## src/rtl/step_pulse_gen_pkg.sv

```systemverilog
// Shared FSM state encoding and counter sizing for the step pulse generator.
package step_pulse_gen_pkg;

  typedef enum logic [2:0] {
    ST_IDLE,
    ST_DB_PRESS,
    ST_PRESSED,
    ST_REPEAT,
    ST_DB_RELEASE
  } state_e;

  // Width that holds 0..max-1 for the largest of the three cycle parameters.
  function automatic int cnt_width(input int a, input int b, input int c);
    int m;
    m = a;
    if (b > m) m = b;
    if (c > m) m = c;
    return (m < 2) ? 1 : $clog2(m);
  endfunction

endpackage

```

## src/rtl/sync_2ff.sv

```systemverilog
// Two-flop synchronizer for an asynchronous level; reset clears both stages.
// Latency: 2 cycles; backpressure: none.
module sync_2ff (
  input  logic clk,
  input  logic rst,
  input  logic d,
  output logic q
);

  logic meta_d, meta_q;
  logic sync_d, sync_q;

  always_comb begin
    meta_d = d;
    sync_d = meta_q;
  end

  always_ff @(posedge clk) begin
    if (rst) begin
      meta_q <= 1'b0;
      sync_q <= 1'b0;
    end else begin
      meta_q <= meta_d;
      sync_q <= sync_d;
    end
  end

  assign q = sync_q;

endmodule

```

## src/rtl/step_pulse_gen.sv

```systemverilog
// Debounced pushbutton to one-cycle step pulses, with optional hold-to-repeat.
// Latency: step 2+DEBOUNCE_CYCLES cycles after first high sample; backpressure: none.
module step_pulse_gen
  import step_pulse_gen_pkg::*;
#(
  parameter int DEBOUNCE_CYCLES = 20000,
  parameter int HOLD_CYCLES     = 5000000,
  parameter int REPEAT_CYCLES   = 2500000
) (
  input  logic clk,
  input  logic rst,
  input  logic btn_in,
  input  logic repeat_en,
  output logic step,
  output logic btn_level,
  output logic repeating
);

  localparam int CW = cnt_width(DEBOUNCE_CYCLES, HOLD_CYCLES, REPEAT_CYCLES);
  localparam logic [CW-1:0] DB_LAST   = CW'(DEBOUNCE_CYCLES - 1);
  localparam logic [CW-1:0] HOLD_LAST = CW'(HOLD_CYCLES - 1);
  localparam logic [CW-1:0] REP_LAST  = CW'(REPEAT_CYCLES - 1);

  if (DEBOUNCE_CYCLES < 2 || HOLD_CYCLES < 2 || REPEAT_CYCLES < 2) begin : g_param_check
    $error("step_pulse_gen: DEBOUNCE_CYCLES, HOLD_CYCLES and REPEAT_CYCLES must all be >= 2");
  end

  logic sync;

  sync_2ff u_sync (
    .clk (clk),
    .rst (rst),
    .d   (btn_in),
    .q   (sync)
  );

  state_e        state_d, state_q;
  logic [CW-1:0] cnt_d, cnt_q;
  logic          step_d, step_q;

  always_comb begin
    state_d = state_q;
    cnt_d   = cnt_q + CW'(1);
    step_d  = 1'b0;
    unique case (state_q)
      ST_IDLE: begin
        cnt_d = '0;
        if (sync) state_d = ST_DB_PRESS;
      end
      ST_DB_PRESS: begin
        if (!sync) begin
          state_d = ST_IDLE;
          cnt_d   = '0;
        end else if (cnt_q == DB_LAST) begin
          state_d = ST_PRESSED;
          cnt_d   = '0;
          step_d  = 1'b1;
        end
      end
      ST_PRESSED: begin
        if (!sync) begin
          state_d = ST_DB_RELEASE;
          cnt_d   = '0;
        end else if (cnt_q == HOLD_LAST) begin
          // Hold the count at its last value so repeat_en can arm later without wrap.
          cnt_d = cnt_q;
          if (repeat_en) begin
            state_d = ST_REPEAT;
            cnt_d   = '0;
            step_d  = 1'b1;
          end
        end
      end
      ST_REPEAT: begin
        if (!sync) begin
          state_d = ST_DB_RELEASE;
          cnt_d   = '0;
        end else if (!repeat_en) begin
          state_d = ST_PRESSED;
          cnt_d   = '0;
        end else if (cnt_q == REP_LAST) begin
          cnt_d  = '0;
          step_d = 1'b1;
        end
      end
      ST_DB_RELEASE: begin
        if (sync) begin
          state_d = ST_PRESSED;
          cnt_d   = '0;
        end else if (cnt_q == DB_LAST) begin
          state_d = ST_IDLE;
          cnt_d   = '0;
        end
      end
      default: begin
        state_d = ST_IDLE;
        cnt_d   = '0;
      end
    endcase
  end

  always_ff @(posedge clk) begin
    if (rst) begin
      state_q <= ST_IDLE;
      cnt_q   <= '0;
      step_q  <= 1'b0;
    end else begin
      state_q <= state_d;
      cnt_q   <= cnt_d;
      step_q  <= step_d;
    end
  end

  assign step      = step_q;
  assign btn_level = (state_q == ST_PRESSED) || (state_q == ST_REPEAT) ||
                     (state_q == ST_DB_RELEASE);
  assign repeating = (state_q == ST_REPEAT);

endmodule

```

## config.mk

```make
export PLATFORM = sky130hd
export DESIGN_NAME = step_pulse_gen
export DESIGN_NICKNAME = d
export VERILOG_FILES = /design/src/rtl/step_pulse_gen_pkg.sv /design/src/rtl/sync_2ff.sv /design/src/rtl/step_pulse_gen.sv
export SDC_FILE = /design/constraint.sdc
export NUM_CORES = 1
export LEC_CHECK = 0
export CAP_MARGIN = 0
export CORE_MARGIN = 3
export CORE_UTILIZATION = 55
export DETAILED_ROUTE_END_ITERATION = 16
export PLACE_DENSITY_LB_ADDON = 0.1
export SLEW_MARGIN = 15
export SYNTH_ARGS = -nofsm -noshare
export SYNTH_HDL_FRONTEND = slang
export SYNTH_HIERARCHICAL = 1
export SYNTH_SLANG_ARGS = --single-unit
```

## constraint.sdc

```tcl
create_clock -name clk -period 5.25 [get_ports clk]
set_input_delay 0.525 -clock clk [delete_from_list [all_inputs] [get_ports clk]]
set_output_delay 0.525 -clock clk [all_outputs]
set_load 0.03 [all_outputs]
```

After elaboration in Yosys (flattened, before gate mapping)
Index checks and enable logic that the tools add are counted.

Register bits after elaboration: 29. Latch bits: 0. Bits in writable memories: 0. Memory bits (read-only): 0. Input bits: 4. Output and inout port bits: 3. Word-level logic and storage cells: 54. Memories kept: 0.

Add/subtract/negate cells: 1. $mul: 0. Divide/modulo/power cells: 0. Order comparisons: 0. Eq/ne operators: 14. Shift-type cells: 0. Muxes and demuxes: 30. Bitwise operators: 0. Reduce and logical (&&, ||, !) cells: 4.

Operators by type and width (number): $mux W23 (9); $pmux W23 S4 (1); $mux W3 (10); $add A23 B1 Y23 const B (1); $eq A23 B15 Y1 const B (1); $eq A23 B22 Y1 const B (1); $eq A23 B23 Y1 const B (1); $pmux W3 S5 (1); $ne A3 B3 Y1 const B (4); $mux W1 (8); $eq A3 B2 Y1 const B (2); $reduce_and A6 Y1 (1); $ne A4 B4 Y1 const B (1); $eq A3 B1 Y1 const B (1); $eq A3 B3 Y1 const B (1); $logic_not A3 Y1 (1); $ne A3 B2 Y1 const B (1); $pmux W1 S3 (1); $logic_or A1 B1 Y1 (2); $ne A2 B1 Y1 const B (1).

Longest topological paths before layout
Gate-level depths: netlist (run 1).

Depth in word-level cells: 5. Depth in mapped cells: 7. Depth with buffers taken out: 6.

By module
The synthesis (run 1) kept the hierarchy.

Modules (own cells, without submodules): step_pulse_gen (instances 1, cells each 175, area each 1490.2 µm², sequential area each 540.5 µm²); sync_2ff (instances 1, cells each 4, area each 52.6 µm², sequential area each 40.0 µm²).

Worst setup path before layout (run 1)
No wires, ideal clock.

Path type: flip-flop to flip-flop. Start: register cnt_q[6]. End: register cnt_q[1]. Setup time: 138 ps. Data arrival time: 2083 ps. Data required time: 5112 ps. Path slack: 3028 ps. Stages on the path, launching flop included: 6. Buffers on the path: 0. Period minus slack after synthesis: 2222 ps. Cell sequence: dfxtp_1 or4_4 nor4_4 a211oi_4 o31ai_4 o22ai_2.

Cells in the longest elaborated chain, start to end: 5. Elaborated cells on any way between the ends: 13. Classes of those cells: 4 x eq/ne; 9 x mux.

Ends and longest elaborated chain: start, declared (line step_pulse_gen.sv:38) `logic [CW-1:0] cnt_d, cnt_q;`; start signal, assigned (line step_pulse_gen.sv:109) `cnt_q <= cnt_d;`; $eq A23 B22 Y1 (line step_pulse_gen.sv:81) `end else if (cnt_q == REP_LAST) begin`; $mux W23 (line step_pulse_gen.sv:81); $mux W23 (line step_pulse_gen.sv:78) `end else if (!repeat_en) begin`; $mux W23 (line step_pulse_gen.sv:75) `if (!sync) begin`; $pmux W23 S4 (line step_pulse_gen.sv:45) `unique case (state_q)`.

Parallel ways exist; a longest one is shown, timed or not. A chain may end at the register's enable or synchronous reset.

Worst setup path in the final report (run 1)
Start: register cnt_q[0]. End: register cnt_q[1].

Cells in the longest elaborated chain, start to end: 5. Elaborated cells on any way between the ends: 14. Classes of those cells: 1 x add/sub; 4 x eq/ne; 9 x mux.

Ends and longest elaborated chain (line): $add A23 B1 Y23 / $eq A23 B22 Y1 (equally long branches) (step_pulse_gen.sv:43, step_pulse_gen.sv:81); $mux W23 (step_pulse_gen.sv:81); $mux W23 (step_pulse_gen.sv:78); $mux W23 (step_pulse_gen.sv:75); $pmux W23 S4 (step_pulse_gen.sv:45).

Parallel ways exist; a longest one is shown, timed or not.

==> results of run 1 <==
-- power by group through the flow --
stage | clock network (mW) | logic [mW] | registers (mW)
floorplan | 0 | 0.00376 | 0.226
global placement | 0 | 0.00706 | 0.227
detailed placement | 0 | 0.00731 | 0.227
CTS | 0.140 | 0.00734 | 0.222
global route | 0.151 | 0.00792 | 0.222
finish | 0.135 | 0.00734 | 0.222
-- area by class of cell --
type / count / area (sq um)
clock buffers: 7 / 55.1
fillers: 237 / 891
inverters: 6 / 22.5
multi-input cells: 140 / 921
flip-flops and latches: 29 / 581
well taps: 30 / 37.5
repair buffers: 6 / 60.1
-- worst reg2reg max path, stage by stage, from the launching register on --
cell and delay (ps):
dfxtp_1 410, ha_1 260, nand4_1 200, nor4_1 800, a21oi_1 300, o31ai_4 480
o22ai_2 140
-- cells in the final DEF (no fill, tap or decap), types with 5 or more instances in the layout --
cell,netlist,layout
dfxtp_1,29,29
nor2_1,26,26
nand2_1,15,15
nand3_1,11,11
xor2_1,10,10
nand4_1,8,8
xnor2_1,8,8
inv_1,6,6
clkdlybuf4s50_1,0,6
nor4_1,5,5
nor3_1,5,5
a21oi_1,5,5
o21ai_1,5,5
clkbuf_4,0,5
-- metal layers --
metal	up-vias	routed length (um)	global-route usage [%]
met4	0	122	14.2
met5	-	0	0
li1	671	-	-
met2	41	1590	34.9
met1	614	1480	26.1
met3	15	175	9.65
-- cells by family after synthesis --
family                   after synthesis  share of synthesized area (%)
adder cells (fa/ha/maj)                1                          0.811
AND/OR/NAND/NOR                       94                           34.4
XOR/XNOR                              18                           10.2
flip-flops                            29                           37.6
buffers and inverters                 10                           2.68
AO/OA/AOI/OAI                         27                           14.3
-- sequential cells by signal (all words and copies together) (netlist names) --
register       flops
cnt_q             23
state_q            3
step               1
u_sync/meta_q      1
u_sync/q           1
-- per-stage QoR --
stage | std cells | hold slack, ps
6_report | 218 | 459
5_1_grt | 218 | 478
4_1_cts | 218 | 462
3_5_place_dp | 211 | 445
3_3_place_gp | 211 | 434
2_1_floorplan | 179 | 414
-- path summary, 6_finish.rpt --
path,end,start,cells after the start
setup / recovery,cnt_q[1]$_SDFFE_PP0P_,cnt_q[0]$_SDFFE_PP0P_,6
hold / removal,u_sync/q$_SDFF_PP0_,u_sync/meta_q$_SDFF_PP0_,1
setup reg to reg,cnt_q[1]$_SDFFE_PP0P_,cnt_q[0]$_SDFFE_PP0P_,6
hold reg to reg,u_sync/q$_SDFF_PP0_,u_sync/meta_q$_SDFF_PP0_,1
==> metrics, run 1 <==
Final Max Tran Viols 0; setup TNS 0 ps; Core Area 0.00257 sq mm; # setup viols final 0; WL final 3.37 mm; Switch Pwr 76.6 uW; Hold WC Path Type reg -> reg; clock sinks 29; Clock power frac 37.1%; Max stage delay on crit path 800 ps; outcome finished, final reports clean; fin util 65.3%; H-tree Lvls 2; internal cell power 287 uW; clk_lat worst skew 330 ps; leakage power 0.488 nW; CP max-delay cell nor4_1; area grow syn2layout 8.68%; Critical Path RT 5450 ps; Top Family by Delay on Critical Path simple AND/OR/NAND/NOR gates; CTS tree done; Synth Register Bits 29; cell row count 18; Post-synth EDFFs 0; Worst R2R Setup Slack 2530 ps; Die ar. 0.00348 sq mm; Yosys cell types 42; largest net degree at the start of global routing 13; Hold Fails Final Rpt 0; top-level port count 7; fin worst setup slack 2530 ps; clock skew 7.41 ps; Worst Tran Pin Value 881 ps; antenna cells 0; Max clock buf depth 2; area leader, netlist dfxtp_1; global placer's final weighted congestion 0.926; starting density of the core 60.1%; Max rail drop VDD 0.238 mV; final net count 193; Die Height 59.0 um; setup bufs post-CTS 0; Max Clk Rate 0.367 GHz; register share of total power 60.9%; drt first-iter violations 37; Syn Nets 184; Critical Path, Cell by Cell ha_1 > nand4_1 > nor4_1 > a21oi_1 > o31ai_4 > o22ai_2; per-cell routed wire length 15.4 um; Final Critical Period 2720 ps; cell area power density 217 mW/mm^2; YS warnings 6; design area 0.00168 sq mm; ys flop type dfxtp_1; Rel. slew slack 40.7%; cell area after placement 0.00162 sq mm; Synth top area share 37.6%; MaxCap Viol Count 0; # resized after CTS 0; count leader, synth dfxtp_1; Total GRT Usage 22.8%; combinational power share 2.0%; Hold Buf Count CTS 0; type of origin of the critical path register; vias in the first global route 1301; dpl ws 2540 ps; first-pass GRT wire length 5.87 mm; DRT Pass-1 Iters 4; Post-synth ARST share 0%; Final period util 51.9%; Design Power 364 uW; RSZ-0062 raised after global routing false; Worst Path Arrival 2930 ps; Worst-path clk slew 90 ps; largest cells by area after synthesis dfxtp_1 38%, nor2_1 6.3%, xor2_1 5.7%, xnor2_1 4.5%, nand2_1 3.6%; Remaining Overflow, GRT 0; Detail Placement HPWL 2.52 mm; clock root buffer clkbuf_4; CP Buf/Inv Count 0; vias post-DR 1341; Cells after Synth 179; Detail Route Antenna Nets 0; I/O Buffers 6; Synth top cells by count 29 x dfxtp_1, 26 x nor2_1, 15 x nand2_1, 11 x nand3_1, 10 x xor2_1; post-synthesis sequential area ratio 37.6%; die width 59.0 um; critical path class reg -> reg; layout cells sized above 1 7.98%; total CTS buffers 5; sw frac 21.0%; initial antenna violation count 0; Mean Syn Cell Area 8.62 sq um; Worst Path Max Fanout 10; cell area after synthesis 0.00154 sq mm; drt via density 6.15; # DRC 0; CP Capture Type register
Note: power is estimated with default switching activity, not from simulation.
==> run 2: changes to the inputs <==
==> constraint.sdc (replaced) <==
create_clock -name clk -period 2.7 [get_ports clk]
set_input_delay 0.27 -clock clk [delete_from_list [all_inputs] [get_ports clk]]
set_output_delay 0.27 -clock clk [all_outputs]
set_load 0.03 [all_outputs]
==> run 2 against run 1 <==
Net effect: sequential power grew 94%; global-route usage shrank 0.29 points; non-clock buffer count increased by 3; design area up 2.2%; clock power increased by 120%; wire length is 2.0% lower; via count fell by 0.52%; hold slack got worse by 1.5 ps; clock-buffer cell count did not move; final cell count up 1.8%; clock skew up 0.66 ps; setup slack worse by 2200 ps; critical path type unchanged.
==> metrics, run 2 (synthesized netlist as in run 1, its figures left out) <==
vias in the first global route 1273 (-2.2%); global placer's final weighted congestion 0.935 (+1.0%); Total GRT Usage 22.5% (-0.29 points); cell row count 18 (unchanged); drt via density 6.01 (-2.3%); Core Area 0.00257 sq mm (unchanged); Hold WC Path Type reg -> reg; antenna cells 0 (unchanged); RSZ-0062 raised after global routing false; I/O Buffers 6 (unchanged); Final Critical Period 2390 ps (-332 ps); WL final 3.30 mm (-2.0%); Worst-path clk slew 90 ps (about the same); type of origin of the critical path register; CP max-delay cell or4_4; Worst Path Arrival 2590 ps (-340 ps); # setup viols final 0 (unchanged); Critical Path, Cell by Cell or4_4 > nor4_4 > a211oi_4 > o31ai_4 > o32ai_1; CP Capture Type register; Worst Path Max Fanout 12 (+2); total CTS buffers 5 (unchanged); Die ar. 0.00348 sq mm (unchanged); Die Height 59.0 um (unchanged); Biggest register cnt_q; Hold Fails Final Rpt 0 (unchanged); Final Max Tran Viols 0 (unchanged); area grow syn2layout 11.1%; cell area power density 430 mW/mm^2 (+98%); final net count 196 (+1.6%); Worst R2R Setup Slack 310 ps (-2220 ps); biggest regs cnt_q: 23 flops, state_q: 3 flops; setup bufs post-CTS 0 (unchanged); Detail Placement HPWL 2.48 mm (-1.7%); Worst Tran Pin Value 565 ps (-316 ps); commonest non-fill, non-tap cell in the layout dfxtp_1; largest net degree at the start of global routing 13 (unchanged); leakage power 0.515 nW (+5.4%); clock root buffer clkbuf_4; Detail Route Antenna Nets 0 (unchanged); # DRC 0 (unchanged); clock skew 8.07 ps (+0.657 ps); Max clock buf depth 2 (unchanged); die width 59.0 um (unchanged); MaxCap Viol Count 0 (unchanged); starting density of the core 60.1% (unchanged); number of fill cells 241 (+1.7%); clock sinks 29 (unchanged); Remaining Overflow, GRT 0 (unchanged); per-cell routed wire length 14.9 um (-3.8%); DRT Pass-1 Iters 4 (unchanged); clk_lat worst skew 320 ps (about the same); design area 0.00171 sq mm (+2.2%); first-pass GRT wire length 5.85 mm (-0.34%); Max stage delay on crit path 570 ps (-230 ps); Max rail drop VDD 0.388 mV (+63%); Final period util 88.6% (+37 points); Rel. slew slack 62.3% (+22 points); top-level port count 7 (unchanged); initial antenna violation count 0 (unchanged); outcome finished, final reports clean; drt first-iter violations 45 (+22%); Max Clk Rate 0.418 GHz (+14%); vias post-DR 1334 (-0.52%); # resized after CTS 0 (unchanged); Largest register FFs 23 (unchanged); Critical Path RT 2890 ps (-2560 ps); Hold Buf Count CTS 0 (unchanged); setup TNS 0 ps (unchanged); most frequent cells in the layout 29 x dfxtp_1, 26 x nor2_1, 15 x nand2_1, 11 x nand3_1, 10 x xor2_1; layout cells sized above 1 10.4% (+2.4 points); critical path class reg -> reg; cell area after placement 0.00164 sq mm (+1.4%); H-tree Lvls 2 (unchanged); CTS tree done
## run 2: cell count changes in the layout (fill, tap and decap cells not counted)
cell      previous run  this run
clkinv_2             0         1
buf_4                0         3
clkbuf_1             1         0
clkbuf_8             1         2
## run 2: stage by stage
stage / std cells / total power, mW / hold WS, ps / setup WS (ps) / utilization [%]
2_1_floorplan: 179 / 0.447 / 339 / 478 / -
3_3_place_gp: 214 / 0.455 / 431 / 353 / 64.0
3_5_place_dp: 214 / 0.455 / 432 / 334 / 64.0
4_1_cts: 222 / 0.748 / 459 / 323 / 66.8
5_1_grt: 222 / 0.776 / 485 / 151 / 66.8
6_report: 222 / 0.738 / 458 / 308 / 66.8
## run 2: path summary, 6_finish.rpt
| kind | depth (start not counted) | from | endpoint |
|---|---|---|---|
| worst max-delay path | 5 | cnt_q[6]$_SDFFE_PP0P_ | cnt_q[12]$_SDFFE_PP0P_ |
| worst min-delay path | 1 | u_sync/meta_q$_SDFF_PP0_ | u_sync/q$_SDFF_PP0_ |
| worst max register to register | 5 | cnt_q[6]$_SDFFE_PP0P_ | cnt_q[12]$_SDFFE_PP0P_ |
| worst min register to register | 1 | u_sync/meta_q$_SDFF_PP0_ | u_sync/q$_SDFF_PP0_ |
## run 2: area by class of cell
class / instances / area (sq um) / area share [%]
Clock buffer: 7 / 65.1 / 3.80
Clock inverter: 1 / 5.00 / 0.292
Inverter: 6 / 22.5 / 1.31
Multi-Input combinational cell: 140 / 921 / 53.7
Sequential cell: 29 / 581 / 33.9
Tap cell: 30 / 37.5 / 2.19
Timing Repair Buffer: 9 / 82.6 / 4.82
## run 2: metal layers
| layer | part of all wire (%) | vias up | GRT usage (%) |
|---|---|---|---|
| met5 | 0 | - | 0 |
| met4 | 1.7 | 0 | 8.74 |
| met3 | 4.8 | 6 | 7.02 |
| met2 | 48 | 33 | 37.7 |
| met1 | 46 | 622 | 26.7 |
| li1 | - | 673 | - |
## run 2: worst max-delay path: cells and delay by family (launching register included)
kind	cells	cell delay (ps)
simple gates	2	1040
compound gates	3	870
flops	1	360
## run 2: power breakdown
| group | internal [mW] | switching (mW) | total [mW] |
|---|---|---|---|
| Combinational | 0.00706 | 0.00700 | 0.0141 |
| Sequential | 0.429 | 0.00205 | 0.431 |
| Clock | 0.151 | 0.142 | 0.292 |
==> run 3: changes to the inputs <==
--- a/config.mk
+++ b/config.mk
@@ -8,8 +8,9 @@
 export CAP_MARGIN = 0
 export CORE_MARGIN = 3
 export CORE_UTILIZATION = 55
+export CTS_CLUSTER_DIAMETER = 30
 export DETAILED_ROUTE_END_ITERATION = 16
-export PLACE_DENSITY_LB_ADDON = 0.1
+export PLACE_DENSITY = 0.75
 export SLEW_MARGIN = 15
 export SYNTH_ARGS = -nofsm -noshare
 export SYNTH_HDL_FRONTEND = slang
==> run 3 against run 2 <==
Net effect: flip-flop and latch count is the same; first-iteration DRC count down 24%; register-to-register slack improved by 50 ps; clock skew down 1.2 ps; wire length rose by 7.1%; critical path depth rose by 1; final cell count increased by 0.45%; critical path type unchanged; largest power group unchanged; highest routed layer unchanged.
==> metrics, run 3 (synthesized netlist as in run 1, its figures left out) <==
Core Area 0.00257 sq mm (unchanged); Hold Buf Count CTS 0 (unchanged); Clock power frac 35.6% (-4.0 points); clock sinks 29 (unchanged); Biggest register cnt_q; area grow syn2layout 10.4%; first-pass GRT wire length 6.10 mm (+4.2%); I/O Buffers 6 (unchanged); cell row count 18 (unchanged); antenna cells 0 (unchanged); Worst Tran Pin Value 754 ps (+189 ps); top-level port count 7 (unchanged); Remaining Overflow, GRT 0 (unchanged); clock skew 6.91 ps (-1.16 ps); final net count 197 (+0.51%); clock root buffer clkbuf_4; drt first-iter violations 34 (-24%); outcome finished, final reports clean; register share of total power 62.4% (+3.9 points); per-cell routed wire length 15.8 um (+6.6%); DRT Pass-1 Iters 4 (unchanged); initial antenna violation count 0 (unchanged); Detail Route Antenna Nets 0 (unchanged); starting density of the core 60.1% (unchanged); vias in the first global route 1293 (+1.6%); leakage power 0.508 nW (-1.3%); Final period util 86.9% (-1.8 points); die width 59.0 um (unchanged); sw frac 22.6% (+2.1 points); cell area power density 406 mW/mm^2 (-5.7%); Worst Path Arrival 2550 ps (-40 ps); Die ar. 0.00348 sq mm (unchanged); clk_lat worst skew 330 ps (about the same); RSZ-0062 raised after global routing false; CP Capture Type register; MaxCap Viol Count 0 (unchanged); layout cells sized above 1 10.4% (-0.054 points); Switch Pwr 156 uW (+3.6%); commonest non-fill, non-tap cell in the layout dfxtp_1; hold slack 457 ps (-0.735 ps); Final Critical Period 2340 ps (-47.3 ps); Final Max Tran Viols 0 (unchanged); number of fill cells 221 (-8.3%); combinational power share 2.1% (+0.2 points); # resized after CTS 0 (unchanged); Worst-path clk slew 90 ps (about the same); Rel. slew slack 49.3% (-13 points); Largest register FFs 23 (unchanged); Hold WC Path Type reg -> reg; WL final 3.53 mm (+7.1%); Max Clk Rate 0.426 GHz (+2.0%); biggest regs cnt_q: 23 flops, state_q: 3 flops; setup bufs post-CTS 0 (unchanged); Hold Fails Final Rpt 0 (unchanged); Detail Placement HPWL 2.67 mm (+7.8%); Die Height 59.0 um (unchanged); global placer's final weighted congestion 0.945 (+1.0%); drt via density 6.11 (+1.6%); internal cell power 535 uW (-8.8%); Worst Path Max Fanout 10 (-2); Critical Path RT 2900 ps (about the same); # setup viols final 0 (unchanged); most frequent cells in the layout 29 x dfxtp_1, 26 x nor2_1, 15 x nand2_1, 11 x nand3_1, 10 x xor2_1; CTS tree done; Total GRT Usage 23.2% (+0.71 points); H-tree Lvls 2 (unchanged); fin util 66.3% (-0.44 points); Max rail drop VDD 0.420 mV (+8.2%); type of origin of the critical path register; largest net degree at the start of global routing 11 (-2); Max clock buf depth 2 (unchanged); setup TNS 0 ps (unchanged); vias post-DR 1362 (+2.1%); critical path class reg -> reg; # DRC 0 (unchanged); total CTS buffers 5 (unchanged)
-- run 3: metal layers --
| layer | vias up | part of all wire (%) | track usage (%) |
|---|---|---|---|
| met4 | 0 | 1.8 | 9.39 |
| met1 | 640 | 46 | 31.1 |
| met5 | - | 0 | 0 |
| met2 | 33 | 48 | 35.5 |
| met3 | 9 | 4.0 | 5.92 |
| li1 | 680 | - | - |
-- run 3: through the flow --
stage / total power [mW] / cells / area (sq um) / setup slack [ps]
after floorplan: 0.447 / 179 / 1540 / 478
after global routing: 0.727 / 223 / 1700 / 113
after detailed placement: 0.455 / 215 / 1650 / 357
final: 0.691 / 223 / 1700 / 355
after global placement: 0.455 / 215 / 1650 / 456
after CTS: 0.704 / 223 / 1700 / 337
-- run 3: worst max-delay path, cell delays in order, from the launching register on --
cell,delay (ps)
dfxtp_1,410
ha_1,250
nand4_1,200
nor4b_2,550
a211oi_4,190
o31ai_4,490
o22ai_2,140
-- run 3: path summary, 6_finish.rpt --
check / depth (start not counted) / startpoint / to / slack (ps)
worst min-delay path: 1 / u_sync/meta_q$_SDFF_PP0_ / u_sync/q$_SDFF_PP0_ / 460
worst max register to register: 6 / cnt_q[0]$_SDFFE_PP0P_ / cnt_q[1]$_SDFFE_PP0P_ / 360
worst min register to register: 1 / u_sync/meta_q$_SDFF_PP0_ / u_sync/q$_SDFF_PP0_ / 460
worst max-delay path: 6 / cnt_q[0]$_SDFFE_PP0P_ / cnt_q[1]$_SDFFE_PP0P_ / 360
-- run 3: final cells by class --
cell class / count / area, sq um / share of cell area, %
Clock inverter: 2 / 10.0 / 0.588
Sequential cell: 29 / 581 / 34.1
Timing Repair Buffer: 10 / 90.1 / 5.29
Clock buffer: 6 / 41.3 / 2.42
Tap cell: 30 / 37.5 / 2.20
Inverter: 6 / 22.5 / 1.32
Multi-Input combinational cell: 140 / 921 / 54.1
-- run 3: power groups by stage --
stage | clock, mW | sequential, mW | combinational, mW
5_1_grt | 0.279 | 0.432 | 0.0159
3_3_place_gp | 0 | 0.441 | 0.0141
2_1_floorplan | 0 | 0.440 | 0.00731
3_5_place_dp | 0 | 0.441 | 0.0143
4_1_cts | 0.259 | 0.431 | 0.0144
6_report | 0.246 | 0.431 | 0.0144
==> patch, RTL diff (config.mk and constraints of run 2) <==
The output `step` loses its register stage (`step_q` becomes a continuous assignment).
--- a/src/rtl/step_pulse_gen.sv
+++ b/src/rtl/step_pulse_gen.sv
@@ -105,3 +105,2 @@
       cnt_q   <= '0;
-      step_q  <= 1'b0;
     end else begin
@@ -109,5 +108,6 @@
       cnt_q   <= cnt_d;
-      step_q  <= step_d;
     end
   end
+
+  assign step_q = step_d;
 
Formal check against the unedited RTL: same outputs for any inputs over 10 cycles, from zero or initial values and one cycle with rst high; that may be too few to reach the edited logic, so the function may still have changed.
==> patch against run 2 <==
  * Die area down 3.5%
  * Worst hold slack better by 0.0093 ns
  * Area after synthesis down 3.9%
  * Critical path depth up 1
  * Sequential cell count down 1
  * Total power down 3.9%
  * Wire length down 4.5%
  * Clock power down 7.2%
  * Setup slack worse by 0.20 ns
  * Design area down 3.9%
  * Critical path type is now reg -> out
  * Largest cell class unchanged
  * Largest power group unchanged
==> patch: results (changes against run 2) <==
Global route
  • Number of global-route vias before repair: 1270 (was 1273)
  • First-pass GRT wire length: 5506 um (was 5851 um)
  • Largest net degree at the start of global routing: 17 (was 13)
  • GRT Resource Usage Total: 0.2088 (was 0.2251)

CTS
  • Clk slew on worst S/H paths: 0.14 ns (was 0.09 ns)
  • Number of CTS-inserted buffers: 3 (was 5)
  • H-tree levels: 1 (was 2)

Timing
  • Hold Worst Slack: 0.4671 ns (was 0.4579 ns)
  • Rel. slew slack: 0.6815 (was 0.6230)
  • Max Clk Rate: 386.4 MHz (was 418.0 MHz)
  • Layout Skew: 0.006356 ns (was 0.008067 ns)

Setup path
  • R2R setup slack: 0.26 ns (was 0.31 ns)
  • Crit-path max FO: 4 (was 12)
  • Reg2reg path depth: 6 (was 5)
  • Worst R2R Start: cnt_q[12] (was cnt_q[6])
  • Crit path to: step (was cnt_q[12])

Logic synthesis
  • Syn_nets: 180 (was 184)
  • Sequential fraction of the synthesis area: 0.3781 (was 0.3763)
  • Area contributors post-synth: dfxtp_1 (38%), xnor2_1 (10%), nor2_1 (5.6%) (was dfxtp_1 (38%), nor2_1 (6.3%), xor2_1 (5.7%))
  • Most instantiated cells after synthesis: dfxtp_1 (28), nor2_1 (22), xnor2_1 (17) (was dfxtp_1 (29), nor2_1 (26), nand2_1 (15))
  • Syn_area_per_cell: 8.472 um^2 (was 8.619 um^2)

Placement
  • DP Worst Slack: 0.2799 ns (was 0.3337 ns)
  • PortBufs: 6 (unchanged)
  • GPL Wtd Cong: 0.8107 (was 0.9353)
  • Hpwl dp: 2383 um (was 2476 um)
  • Placed cell areas: 1580 um^2 (was 1644 um^2)

Drt
  • Final WL: 3150 um (was 3299 um)
  • Vias per Instance: 5.991 (was 6.009)
  • Initial DRC Count: 69 (was 45)
  • Per-cell routed wire length: 14.72 um (was 14.86 um)

Cells and area
  • Final #Nets: 190 (was 196)
  • Layout cell share with drive strength beyond 1: 0.1304 (was 0.1042)
  • Fillers: 212 (was 241)
  • Synth-to-Final Area Change: 11.14% (was 11.11%)

Power and ir drop
  • Leakage: 0.4717 nW (was 0.5145 nW)
  • VDD IR max: 0.4043 mV (was 0.3883 mV)

Status
  • Outcome: complete, no violations (unchanged)
patch: area by class of cell:
class,instances,share of cell area
clock buffers,3,0.01367
clock inverters,1,0.01822
inverters,9,0.02050
multi-input cells,135,0.5383
flip-flops and latches,28,0.3424
well taps,30,0.02278
repair buffers,8,0.04404
patch: power breakdown:
group	internal [mW]	total, mW	leakage, nW	switching [mW]
combinational	0.00906	0.0178	0.216	0.00871
sequential	0.416	0.420	0.228	0.00419
clock	0.150	0.271	0.0279	0.121
total	0.575	0.709	0.472	0.134
patch: kinds of logic after synthesis:
kind of cell    count (synthesis)  synth area share
simple gates                   91            0.3494
compound gates                 24            0.1198
mux                             1          0.006751
buf+inv                        12           0.03122
xor+xnor                       18            0.1063
fa+ha+maj                       1          0.008437
flops                          28            0.3781
patch: layer usage:
metal  global-route usage  wire length (um)
met1               0.2649              1507
met2               0.3516              1520
met3              0.03118                96
met4              0.08940                25
met5                    0                 0
